## config.mk

```make
export PLATFORM = sky130hd
export DESIGN_NAME = spiker_reader
export DESIGN_NICKNAME = d
export VERILOG_FILES = /design/src/rtl/spiker_reader.sv
export SDC_FILE = /design/constraint.sdc
export NUM_CORES = 1
export LEC_CHECK = 0
export BUFFER_PORTS_ARGS = -buffer_cell sky130_fd_sc_hd__buf_2
export CELL_PAD_IN_SITES_DETAIL_PLACEMENT = 2
export CELL_PAD_IN_SITES_GLOBAL_PLACEMENT = 2
export CORE_AREA = 4 4 322 324
export CTS_CLUSTER_SIZE = 16
export DETAILED_ROUTE_END_ITERATION = 10
export DIE_AREA = 0 0 326 328
export GPL_ROUTABILITY_DRIVEN = 0
export PLACE_DENSITY_LB_ADDON = 0.1
export SYNTH_ARGS = -nofsm -noshare
export SYNTH_HDL_FRONTEND = slang
export SYNTH_SLANG_ARGS = --single-unit
```

## constraint.sdc

```tcl
create_clock -name clk_i -period 2.8 [get_ports clk_i]
set_input_delay 0.14 -clock clk_i [delete_from_list [all_inputs] [get_ports clk_i]]
set_output_delay 0.14 -clock clk_i [all_outputs]
set_load 0.005 [all_outputs]
```

## src/rtl/spiker_reader.sv

```systemverilog
// spiker_reader: input-side streamer for the spiker core.
// A start pulse snapshots the spike-input CSRs into a shadow buffer.
// The shadow is then streamed as CHUNK-bit beats over valid/ready.
// Busy, done and a sticky overrun flag are reported for the status CSR.
// Optional macro SPIKER_READER_SKIP_ZERO_EN enables event-driven mode,
// in which all-zero beats (except the last) are skipped without a handshake.
module spiker_reader #(
  parameter int WIDTH    = 32,
  parameter int N_SPIKES = 784,
  parameter int N_REG_IN = 25,
  parameter int CHUNK    = 16,
  localparam int N_BEATS = (N_SPIKES + CHUNK - 1) / CHUNK,
  localparam int IDX_W   = (N_BEATS > 1) ? $clog2(N_BEATS) : 1
) (
  input  logic                      clk_i,
  input  logic                      rst_ni,
  input  logic [N_REG_IN*WIDTH-1:0] reg_spikes_i,
  input  logic                      start_i,
  output logic [CHUNK-1:0]          spike_o,
  output logic                      spike_valid_o,
  input  logic                      spike_ready_i,
  output logic                      spike_last_o,
  output logic [IDX_W-1:0]          spike_idx_o,
  output logic                      busy_o,
  output logic                      done_o,
  output logic                      overrun_o
);

  localparam int SHADOW_W = N_BEATS * CHUNK;

  localparam logic [1:0] ST_IDLE   = 2'd0;
  localparam logic [1:0] ST_STREAM = 2'd1;
  localparam logic [1:0] ST_DONE   = 2'd2;

  logic [1:0]          state_q;
  logic [IDX_W-1:0]    idx_q;
  logic [SHADOW_W-1:0] shadow_q;
  logic [SHADOW_W-1:0] capture;
  logic                overrun_q;

  logic [CHUNK-1:0]    cur_beat;
  logic                is_last;
  logic                streaming;
  logic                beat_valid;
  logic                handshake;
  logic                unused_pad;

  // CSR bits beyond N_SPIKES never reach the shadow; fold them here so they
  // are visibly consumed.
  assign unused_pad = ^reg_spikes_i;

  // Build the snapshot image: real spikes copied, padding bits forced to zero.
  always_comb begin
    capture = '0;
    for (int i = 0; i < N_SPIKES; i++) begin
      capture[i] = reg_spikes_i[i];
    end
  end

  assign cur_beat  = shadow_q[int'(idx_q)*CHUNK +: CHUNK];
  assign is_last   = (idx_q == IDX_W'(N_BEATS - 1));
  assign streaming = (state_q == ST_STREAM);

`ifdef SPIKER_READER_SKIP_ZERO_EN
  logic skip_beat;
  assign skip_beat  = streaming && (cur_beat == '0) && !is_last;
  assign beat_valid = streaming && !skip_beat;
`else
  assign beat_valid = streaming;
`endif

  assign handshake = beat_valid && spike_ready_i;

  // Frame sequencer: capture on start, advance the beat index on each
  // accepted (or skipped) beat, and spend one cycle in DONE at the end.
  always_ff @(posedge clk_i or negedge rst_ni) begin
    if (!rst_ni) begin
      state_q  <= ST_IDLE;
      idx_q    <= '0;
      shadow_q <= '0;
    end else begin
      case (state_q)
        ST_IDLE: begin
          if (start_i) begin
            shadow_q <= capture;
            idx_q    <= '0;
            state_q  <= ST_STREAM;
          end
        end
        ST_STREAM: begin
`ifdef SPIKER_READER_SKIP_ZERO_EN
          if (skip_beat) begin
            idx_q <= idx_q + IDX_W'(1);
          end else
`endif
          if (handshake) begin
            if (is_last) begin
              state_q <= ST_DONE;
            end else begin
              idx_q <= idx_q + IDX_W'(1);
            end
          end
        end
        ST_DONE: begin
          state_q <= ST_IDLE;
        end
        default: begin
          state_q <= ST_IDLE;
        end
      endcase
    end
  end

  // Sticky overrun: set by any start outside IDLE, cleared by an accepted start.
  always_ff @(posedge clk_i or negedge rst_ni) begin
    if (!rst_ni) begin
      overrun_q <= 1'b0;
    end else if (start_i) begin
      overrun_q <= (state_q != ST_IDLE);
    end
  end

  assign spike_o       = streaming ? cur_beat : '0;
  assign spike_valid_o = beat_valid;
  assign spike_last_o  = streaming && is_last;
  assign spike_idx_o   = streaming ? idx_q : '0;
  assign busy_o        = streaming;
  assign done_o        = (state_q == ST_DONE);
  assign overrun_o     = overrun_q;

endmodule
```

==> flow_summary_export.csv, run 1 <==
group,metric,value,unit
outcome,status,"complete, but fails checks",
outcome,violations,"setup timing",
clock_tree,cts_buffers,92,
timing,layout_setup_ws,-546.6,ps
placement,hpwl,111.8,mm
power,p_leak,0.02384,uW
floorplan,fp.coreArea,101200,sq um
clock_tree,clkTransAtPathRegs,60,ps
logic_synthesis,synthFlopType,"dfrtp_1",
power,p_total,53460,uW
floorplan,die_w,326,microns
timing,finalSetupViolations,16,
timing,finalHoldViolCount,0,
logic_synthesis,yosys_register_bits,793,
critical_path,cp_common_cell,"buf_12",
cells_and_area,drive_gt1_share,55.92,%
clock_tree,cts_htree_levels,3,
critical_path,crit_required,2660,ps
drt,wirelength,196.2,mm
cells_and_area,area_growth,55.65,%
floorplan,die_area,106900,sq um
logic_synthesis,synthesis.nets,3042,
logic_synthesis,synth.top_cell.area_share,55.38,%
global_routing,groute.usage.overall,33.71,%
cells_and_area,finalInstanceArea,55780,sq um
logic_synthesis,synth_edf_count,0,
logic_synthesis,yosysSeqAreaShare,55.38,%
clock_tree,cts_tree,"yes",
critical_path,arrival,3210,ps
clock_tree,clockBufferDepth,3,
placement,portBuffers,814,
critical_path,reg2reg_slack,230,ps
logic_synthesis,postSynthAreaPerCell,16.03,sq um
cells_and_area,final_cells,5517,
drt,avgViaCountPerCell,5.418,
power,ir_worst_vdd,0.4883,mV
floorplan,initial_core_util,35.42,%
cells_and_area,nets,4813,
logic_synthesis,synth.top_cells.by_area,"dfrtp_1 55%, mux2_2 25%, mux4_2 9.4%",
critical_path,ff2ff_path_depth,9,
power,power_density,958.5,nW/um^2
logic_synthesis,syn_area,35830,sq um
critical_path,cpMaxStageDelayCell,"dfrtp_4",
global_routing,grt_overflow_total,0,
logic_synthesis,yosysWarnings,0,
logic_synthesis,synthCells,2236,
worst_hold_path,hold_class,"primary input to asynchronous set/reset pin",
drt,ant_nets,0,
critical_path,cp_max_fo,7,
clock_tree,clock-root-buffer,"clkbuf_16",
global_routing,grt_pass1_vias,34860,
drt,drtIter0Drc,1814,
drt,drc,0,
placement,place_area,42430,sq um
logic_synthesis,async_flop_share,100.0,%
critical_path,path_buf_inv,4,
timing,fmax,298.8,MHz
timing,grt_setup_unrepaired,"yes",
global_routing,grt_max_degree,83,
clock_tree,clkSinkCount,793,
flow_run,cap_violations,0,
critical_path,critical_path_class,"register to primary output",
logic_synthesis,synthTopCellsByCount,"799 x mux2_2, 793 x dfrtp_1, 150 x mux4_2, 95 x buf_2, 71 x mux2i_1",
timing,tightest_slew,864.8,ps
drt,first_pass_iters,5,
timing,slew-limit-headroom,42.35,%
drt,wl_per_cell,35.55,microns
critical_path,path_depth,9,
critical_path,max_stage_delay,520,ps
timing,fin_crit,3347,ps
global_routing,antenna_found_initial,68,
timing,drv_slew,0,
critical_path,cp-end-kind,"primary output",
logic_synthesis,synth_top_cell_by_area,"dfrtp_1",
floorplan,die_h,328,microns
floorplan,row_count,117,
logic_synthesis,ys_types,51,
critical_path,crit_family,"multiplexers",
critical_path,worstPathCellList,"buf_12 -> buf_12 -> buf_12 -> mux4_2 -> mux2_4 -> a22oi_2 -> a21o_1 -> o41ai_2 -> buf_2",
critical_path,setup.worst_path.start_class,"register",
timing,skew,36.61,ps
drt,dr_total_vias,29890,
logic_synthesis,synth_most_common_cell,"mux2_2",
floorplan,io_pins,831,
timing,timing.final.crit_share,119.5,%
clock_tree,clk_latency,700,ps
global_routing,grt_pass1_wl,260.4,mm
placement,dpl.cell_count,4411,
==> cells in the final DEF, fill, tap and decap left out, types with 5 or more instances in the layout <==
cell type      count
clkbuf_8          24
clkbuf_16         97
o21ai_2            5
inv_1              6
a22o_4            11
dlygate4sd3_1    787
o221ai_1          16
a22oi_2           10
mux2i_1           64
a221oi_4          10
dfrtp_1          789
a22o_1             9
clkbuf_1          18
nor2b_1            9
mux2_2           790
a21oi_1           12
buf_6             14
bufinv_16          5
diode_2           75
a221oi_2          12
a211oi_2          13
a211oi_1           7
buf_8             10
clkinv_2          18
o221ai_2           6
buf_4            149
nand2_1           20
a211oi_4           6
buf_2            806
buf_12            58
mux4_2           155
mux2_4             9
mux2i_2            5
buf_16            13
nor2_1            17
==> layer usage <==
metal	track usage, %	part of all wire (%)	routed length, microns	up-vias
met5	0	0.061	119	-
met4	16.27	6.7	13070	20
met3	6.270	5.3	10440	609
met2	62.62	53	103400	1437
met1	36.95	35	69150	15770
li1	-	-	-	12050
==> metrics by stage <==
step	util, %	setup slack (ps)	hold WS [ps]	TNS, ps
2_1_floorplan	-	418.1	-155.6	0
3_3_place_gp	41.95	-329.5	237.9	-1680
3_5_place_dp	41.95	-338.0	243.4	-1846
4_1_cts	54.46	-524.6	115.9	-7598
5_1_grt	55.11	-690.1	144.2	-8637
6_report	55.14	-546.6	81.19	-7918
==> state kept, by name, indices dropped and copies added (netlist names) <==
register / count
shadow_q: 784
idx_q: 6
state_q: 2
overrun_o: 1
==> area by class of cell <==
class                      instances  area (sq um)
timing repair buffer            1842         15000
antenna                           75         187.7
sequential                       793         19860
tap                             1368          1712
fill                            9096         45380
clock inverter                    24         249.0
multi-input combinational       1270         15960
inverter                           8         30.03
clock buffer                     137          2775
==> timing repair <==
item | CTS | global route
hold endpoints to repair | 849 | 0
pin swaps | 42 | 32
resized for setup | 183 | 67
setup endpoints to repair | 18 | 17
cloned | 8 | 2
hold buffers | 787 | 0
buffers inserted | 59 | 18
==> cells by family after synthesis <==
family | share of synthesized area (%)
muxes | 37.03
AOI/OAI and AO/OA | 3.568
adders and majority gates | 0.06982
and+or+nand+nor | 0.9847
DFF | 55.38
xor gates and xnor gates | 0.07334
buffers and inverters | 2.898
==> power breakdown <==
group | internal, uW | switching (uW) | leakage, uW
registers | 15600 | 3440 | 0.00926
logic | 11400 | 10200 | 0.0131
clock network | 7280 | 5530 | 0.00151
total | 34300 | 19200 | 0.0238
==> worst paths after layout <==
| check | startpoint | to |
|---|---|---|
| worst max-delay path | idx_q[0] | spike_o[10] |
| worst min-delay path | rst_ni | shadow_q[320] |
| worst max register to register | idx_q[1] | idx_q[5] |
| worst min register to register | shadow_q[149] | shadow_q[149] |
| max in group asynchronous | rst_ni | shadow_q[681] |
| min in group clk_i | reg_spikes_i[10] | shadow_q[10] |
(Power assumes the default switching activity.)
==> inputs of run 2 (changes only) <==
--- a/config.mk
+++ b/config.mk
@@ -6,12 +6,12 @@
 export NUM_CORES = 1
 export LEC_CHECK = 0
 export BUFFER_PORTS_ARGS = -buffer_cell sky130_fd_sc_hd__buf_2
-export CELL_PAD_IN_SITES_DETAIL_PLACEMENT = 2
-export CELL_PAD_IN_SITES_GLOBAL_PLACEMENT = 2
-export CORE_AREA = 4 4 322 324
+export CELL_PAD_IN_SITES_DETAIL_PLACEMENT = 1
+export CELL_PAD_IN_SITES_GLOBAL_PLACEMENT = 1
+export CORE_AREA = 4 4 323 325
 export CTS_CLUSTER_SIZE = 16
 export DETAILED_ROUTE_END_ITERATION = 10
-export DIE_AREA = 0 0 326 328
+export DIE_AREA = 0 0 327 329
 export GPL_ROUTABILITY_DRIVEN = 0
 export PLACE_DENSITY_LB_ADDON = 0.1
 export SYNTH_ARGS = -nofsm -noshare
==> run 2 against run 1 <==
  * Maximum frequency shrank 0.40%
  * Design area fell by 1.6%
  * Setup slack got worse by 13 ps
  * The flow still finishes with violations (setup timing)
==> flow_summary_export.csv, run 2 (synthesis results as in run 1) <==
group,metric,value,unit
floorplan,io_pins,831,
worst_hold_path,hold_class,"primary input to asynchronous set/reset pin",
floorplan,initial_core_util,35.32,%
global_routing,groute.usage.overall,28.89,%
drt,wirelength,159.0,mm
critical_path,arrival,3220,ps
timing,slew-limit-headroom,50.93,%
cells_and_area,top_regs,"shadow_q: 784 flops, idx_q: 6 flops, state_q: 2 flops",
timing,fmax,297.6,MHz
floorplan,row_count,117,
cells_and_area,final_cell_mix,"806 x buf_2, 796 x mux2_2, 789 x dfrtp_1",
power,p_leak,0.02345,uW
drt,wl_per_cell,29.13,microns
flow_run,cap_violations,0,
floorplan,die_w,327,microns
critical_path,critPathLaunch,"idx_q[0]",
clock_tree,clkTransAtPathRegs,60,ps
power,p_int,33250,uW
global_routing,antenna_found_initial,60,
placement,hpwl,107.9,mm
floorplan,fp.coreArea,101400,sq um
outcome,violations,"setup timing",
clock_tree,clkSinkCount,793,
critical_path,r2r_start,"idx_q[0]",
critical_path,critical_path_class,"register to primary output",
power,ir_worst_vdd,0.5134,mV
drt,avgViaCountPerCell,5.177,
cells_and_area,largest_reg_flops,784,
critical_path,ff2ff_path_depth,8,
power,p_sw_share,33.04,%
timing,fin_crit,3360,ps
timing,tightest_slew,734.3,ps
drt,dr_total_vias,28260,
timing,timing.final.crit_share,120.0,%
power,netSwitchingPower,16410,uW
drt,first_pass_iters,5,
global_routing,grt_max_degree,113,
drt,drc,0,
cells_and_area,regMostFlops,"shadow_q",
global_routing,grt_overflow_total,0,
floorplan,die_area,107600,sq um
timing,holdWs,69.42,ps
placement,place_ws,-191.9,ps
clock_tree,cts_buffers,92,
cells_and_area,fin_util,54.11,%
placement,portBuffers,814,
timing,grt_setup_unrepaired,"yes",
drt,drtIter0Drc,1432,
global_routing,grt_pass1_vias,32850,
floorplan,die_h,329,microns
critical_path,cp_max_fo,6,
clock_tree,cts_tree,"yes",
timing,finalHoldViolCount,0,
critical_path,crit_required,2660,ps
power,p_comb_share,39.1,%
cells_and_area,drive_gt1_share,54.95,%
clock_tree,clock-root-buffer,"clkbuf_16",
timing,drv_slew,0,
clock_tree,cts_htree_levels,3,
clock_tree,clk_latency,670,ps
timing,skew,23.56,ps
critical_path,cp-end-kind,"primary output",
outcome,status,"complete, but fails checks",
drt,ant_nets,0,
timing,layout_setup_ws,-559.9,ps
cells_and_area,layout_commonest_cell,"buf_2",
clock_tree,clockBufferDepth,3,
power,pwr-share-clk,24.3,%
critical_path,setup.worst_path.start_class,"register",
cells_and_area,nets,4770,
cells_and_area,area_growth,53.18,%
global_routing,grt_pass1_wl,227.0,mm
power,seqPwrFrac,36.6,%
timing,finalSetupViolations,16,
power,power_density,904.6,nW/um^2
## run 2: layer usage
| metal | vias up | global-route usage, % | share of wire, % |
|---|---|---|---|
| met5 | - | 0 | 0.053 |
| met4 | 14 | 14.27 | 5.4 |
| met2 | 1036 | 51.24 | 51 |
| met3 | 400 | 5.759 | 5.4 |
| li1 | 12000 | - | - |
| met1 | 14810 | 33.43 | 38 |
## run 2: what timing repair did
item,CTS,global route
cloned,11,2
hold buffers,787,0
buffers inserted,31,24
pin swaps,30,18
setup endpoints to repair,18,17
resized for setup,162,33
hold endpoints to repair,1174,0
## run 2: cell type report
cell class                      instances  area (sq um)
Fill cell                            9978         46560
Sequential cell                       793         19860
Multi-Input combinational cell       1271         15710
Timing Repair Buffer                 1798         14460
Clock buffer                          135          2735
Tap cell                             1368          1712
Clock inverter                         28         242.7
Antenna cell                           57         142.6
Inverter                                8         33.78
## run 2: power by group through the flow
| stage | clock [uW] | sequential (uW) | combinational, uW |
|---|---|---|---|
| after floorplan | 0 | 17000 | 10300 |
| after global placement | 0 | 17900 | 15600 |
| after detailed placement | 0 | 18100 | 15900 |
| after CTS | 12300 | 18000 | 19000 |
| after global routing | 12900 | 18600 | 20500 |
| final | 12000 | 18200 | 19400 |
## run 2: path summary, 6_finish.rpt
path	to	slack [ps]
max	spike_o[4]	-560
min	shadow_q[41]	70
max reg2reg	idx_q[5]	290
min reg2reg	shadow_q[383]	500
max in group asynchronous	shadow_q[636]	1680
min in group clk_i	shadow_q[753]	230
## run 2: through the flow
step	area, sq um	power, uW	instances	setup TNS, ps
after floorplan	35830	27290	2236	0
after global placement	42060	33470	4384	-862.3
after detailed placement	42060	34020	4384	-930.5
after CTS	54380	49290	5375	-7502
after global routing	54870	51890	5450	-8358
final	54890	49660	5458	-7088
## run 2: critical path: stages, from the launching register on
cell	delay (ps)
dfrtp_4	510
buf_12	140
buf_4	130
mux4_2	510
mux2_2	340
a221oi_4	510
o32ai_1	210
buf_2	190
==> inputs of run 3 (changes only) <==
==> constraint.sdc (replaced) <==
create_clock -name clk_i -period 2.8 [get_ports clk_i]
set_input_delay 0.42 -clock clk_i [delete_from_list [all_inputs] [get_ports clk_i]]
set_output_delay 0.42 -clock clk_i [all_outputs]
set_load 0.005 [all_outputs]
==> run 3 against run 2 <==
  * Clock power is essentially flat
  * Non-clock buffer count fell by 36
  * Combinational power hardly changed
  * The flow still finishes with violations (setup timing)
  * Hold slack worse by 28 ps
  * Power is 0.32% higher
  * Critical endpoint unchanged
  * Sequential power about the same
  * Highest routed layer unchanged
  * Global-route usage decreased by 1.1 points
  * Via count fell by 2.2%
  * Register-to-register slack worse by 110 ps
  * Clock skew decreased by 6.1 ps
==> flow_summary_export.csv, run 3 (synthesis results as in run 1) <==
group,metric,value,unit
floorplan,row_count,117,
critical_path,arrival,3160,ps
placement,place_ws,-545.5,ps
timing,slew-limit-headroom,53.16,%
critical_path,max_stage_delay,540,ps
clock_tree,cts_tree,"yes",
cells_and_area,area_growth,52.38,%
cells_and_area,fillers,10010,
cells_and_area,largest_reg_flops,784,
critical_path,cp_max_fo,6,
timing,fin_crit,3578,ps
global_routing,grt_pass1_wl,220.0,mm
timing,timing.final.crit_share,127.8,%
critical_path,reg2reg_slack,180,ps
floorplan,die_h,329,microns
cells_and_area,fin_util,53.82,%
critical_path,r2r_start,"idx_q[0]",
cells_and_area,finalInstanceArea,54600,sq um
timing,skew,17.49,ps
cells_and_area,final_cell_mix,"805 x buf_2, 795 x mux2_2, 789 x dfrtp_1",
placement,portBuffers,814,
worst_hold_path,hold_class,"primary input to register",
cells_and_area,final_cells,5409,
timing,grt_setup_unrepaired,"yes",
worst_hold_path,whs_endpoint,"shadow_q[208]",
critical_path,ff2ff_path_depth,10,
timing,finalHoldViolCount,0,
global_routing,grt_max_degree,84,
global_routing,grt_pass1_vias,32120,
clock_tree,cts_htree_levels,3,
timing,finalSetupViolations,17,
outcome,violations,"setup timing",
clock_tree,clock-root-buffer,"clkbuf_16",
drt,ant_nets,0,
cells_and_area,drive_gt1_share,56.80,%
critical_path,setup.worst_path.start_class,"register",
clock_tree,clockBufferDepth,3,
critical_path,critical_path_class,"register to primary output",
drt,avgViaCountPerCell,5.111,
cells_and_area,nets,4733,
critical_path,cp_common_cell,"buf_12",
critical_path,crit_required,2380,ps
timing,holdWs,40.96,ps
clock_tree,clkTransAtPathRegs,60,ps
cells_and_area,regMostFlops,"shadow_q",
clock_tree,cts_buffers,92,
global_routing,groute.usage.overall,27.82,%
power,power_density,912.3,nW/um^2
timing,fmax,279.5,MHz
drt,dr_total_vias,27650,
drt,wl_per_cell,28.13,microns
global_routing,antenna_found_initial,40,
flow_run,cap_violations,0,
critical_path,cpMaxStageDelayCell,"dfrtp_4",
timing,layout_setup_ws,-777.9,ps
outcome,status,"complete, but fails checks",
floorplan,die_w,327,microns
clock_tree,clkSinkCount,793,
critical_path,worstPathCellList,"buf_12 -> buf_12 -> mux4_2 -> mux2_2 -> a221oi_4 -> o32ai_1 -> buf_2",
worst_hold_path,whs_path_depth,2,
placement,hpwl,108.9,mm
placement,dpl.cell_count,4440,
cells_and_area,top_regs,"shadow_q: 784 flops, idx_q: 6 flops, state_q: 2 flops",
power,p_leak,0.02340,uW
drt,drc,0,
floorplan,die_area,107600,sq um
floorplan,io_pins,831,
floorplan,fp.coreArea,101400,sq um
placement,place_area,42640,sq um
timing,drv_slew,0,
cells_and_area,layout_commonest_cell,"buf_2",
critical_path,cp-end-kind,"primary output",
timing,tightest_slew,700.9,ps
worst_hold_path,min_from,"reg_spikes_i[208]",
power,ir_worst_vdd,0.5309,mV
clock_tree,clk_latency,660,ps
drt,drtIter0Drc,1299,
global_routing,grt_overflow_total,0,
critical_path,critPathLaunch,"idx_q[0]",
critical_path,regToRegEndpoint,"idx_q[5]",
floorplan,initial_core_util,35.32,%
drt,first_pass_iters,5,
drt,wirelength,152.1,mm
run 3: worst max-delay path by stage:
stage          cells past startpoint  slack [ps]     endpoint
2_1_floorplan                     11         420     idx_q[5]
3_3_place_gp                      10        -520   spike_o[5]
3_5_place_dp                       8        -550  spike_o[13]
4_1_cts                           10        -810   spike_o[5]
5_1_grt                            9        -850   spike_o[5]
6_report                           7        -780   spike_o[4]
run 3: layout make-up:
class | count | area, sq um | area share [%]
Timing Repair Buffer | 1762 | 14090 | 25.81
Inverter | 8 | 30.03 | 0.05499
Clock buffer | 133 | 2730 | 5.000
Clock inverter | 34 | 339.1 | 0.6210
Antenna cell | 41 | 102.6 | 0.1879
Multi-Input combinational cell | 1270 | 15740 | 28.83
Sequential cell | 793 | 19860 | 36.36
Tap cell | 1368 | 1712 | 3.135
run 3: per-stage QoR:
| stage | TNS [ps] | total power [uW] |
|---|---|---|
| finish | -11300 | 49810 |
| global route | -13120 | 52150 |
| CTS | -12470 | 49700 |
| detailed placement | -6267 | 34480 |
| global placement | -6092 | 33900 |
| floorplan | 0 | 27290 |
run 3: routing by layer:
layer / vias to the layer above / share of wire, % / GRT usage [%]
met2: 915 / 52 / 49.67
met3: 301 / 4.8 / 5.284
met1: 14520 / 39 / 33.35
met4: 10 / 4.1 / 10.65
met5: - / 0.040 / 0
li1: 11900 / - / -
run 3: worst max-delay path, delay by kind of cell (launching register included):
family	cells	cell delay, ps
multiplexers	2	760
flip-flops	1	540
buffers and inverters	3	490
AO/OA/AOI/OAI	2	680
run 3: repair_timing:
| item | CTS | global route |
|---|---|---|
| gates cloned | 9 | 1 |
| pin swaps | 33 | 17 |
| buffers inserted | 38 | 8 |
| hold buffers | 707 | 2 |
| resized for setup | 166 | 54 |
| hold endpoints to repair | 755 | 2 |
| endpoints found under the setup margin | 17 | 18 |
run 3: power by group:
| group | switching (uW) | leakage (uW) | internal [uW] |
|---|---|---|---|
| registers | 2570 | 0.00926 | 15600 |
| logic | 8570 | 0.0126 | 10800 |
| clock network | 5020 | 0.00152 | 7220 |
| total | 16200 | 0.0234 | 33600 |
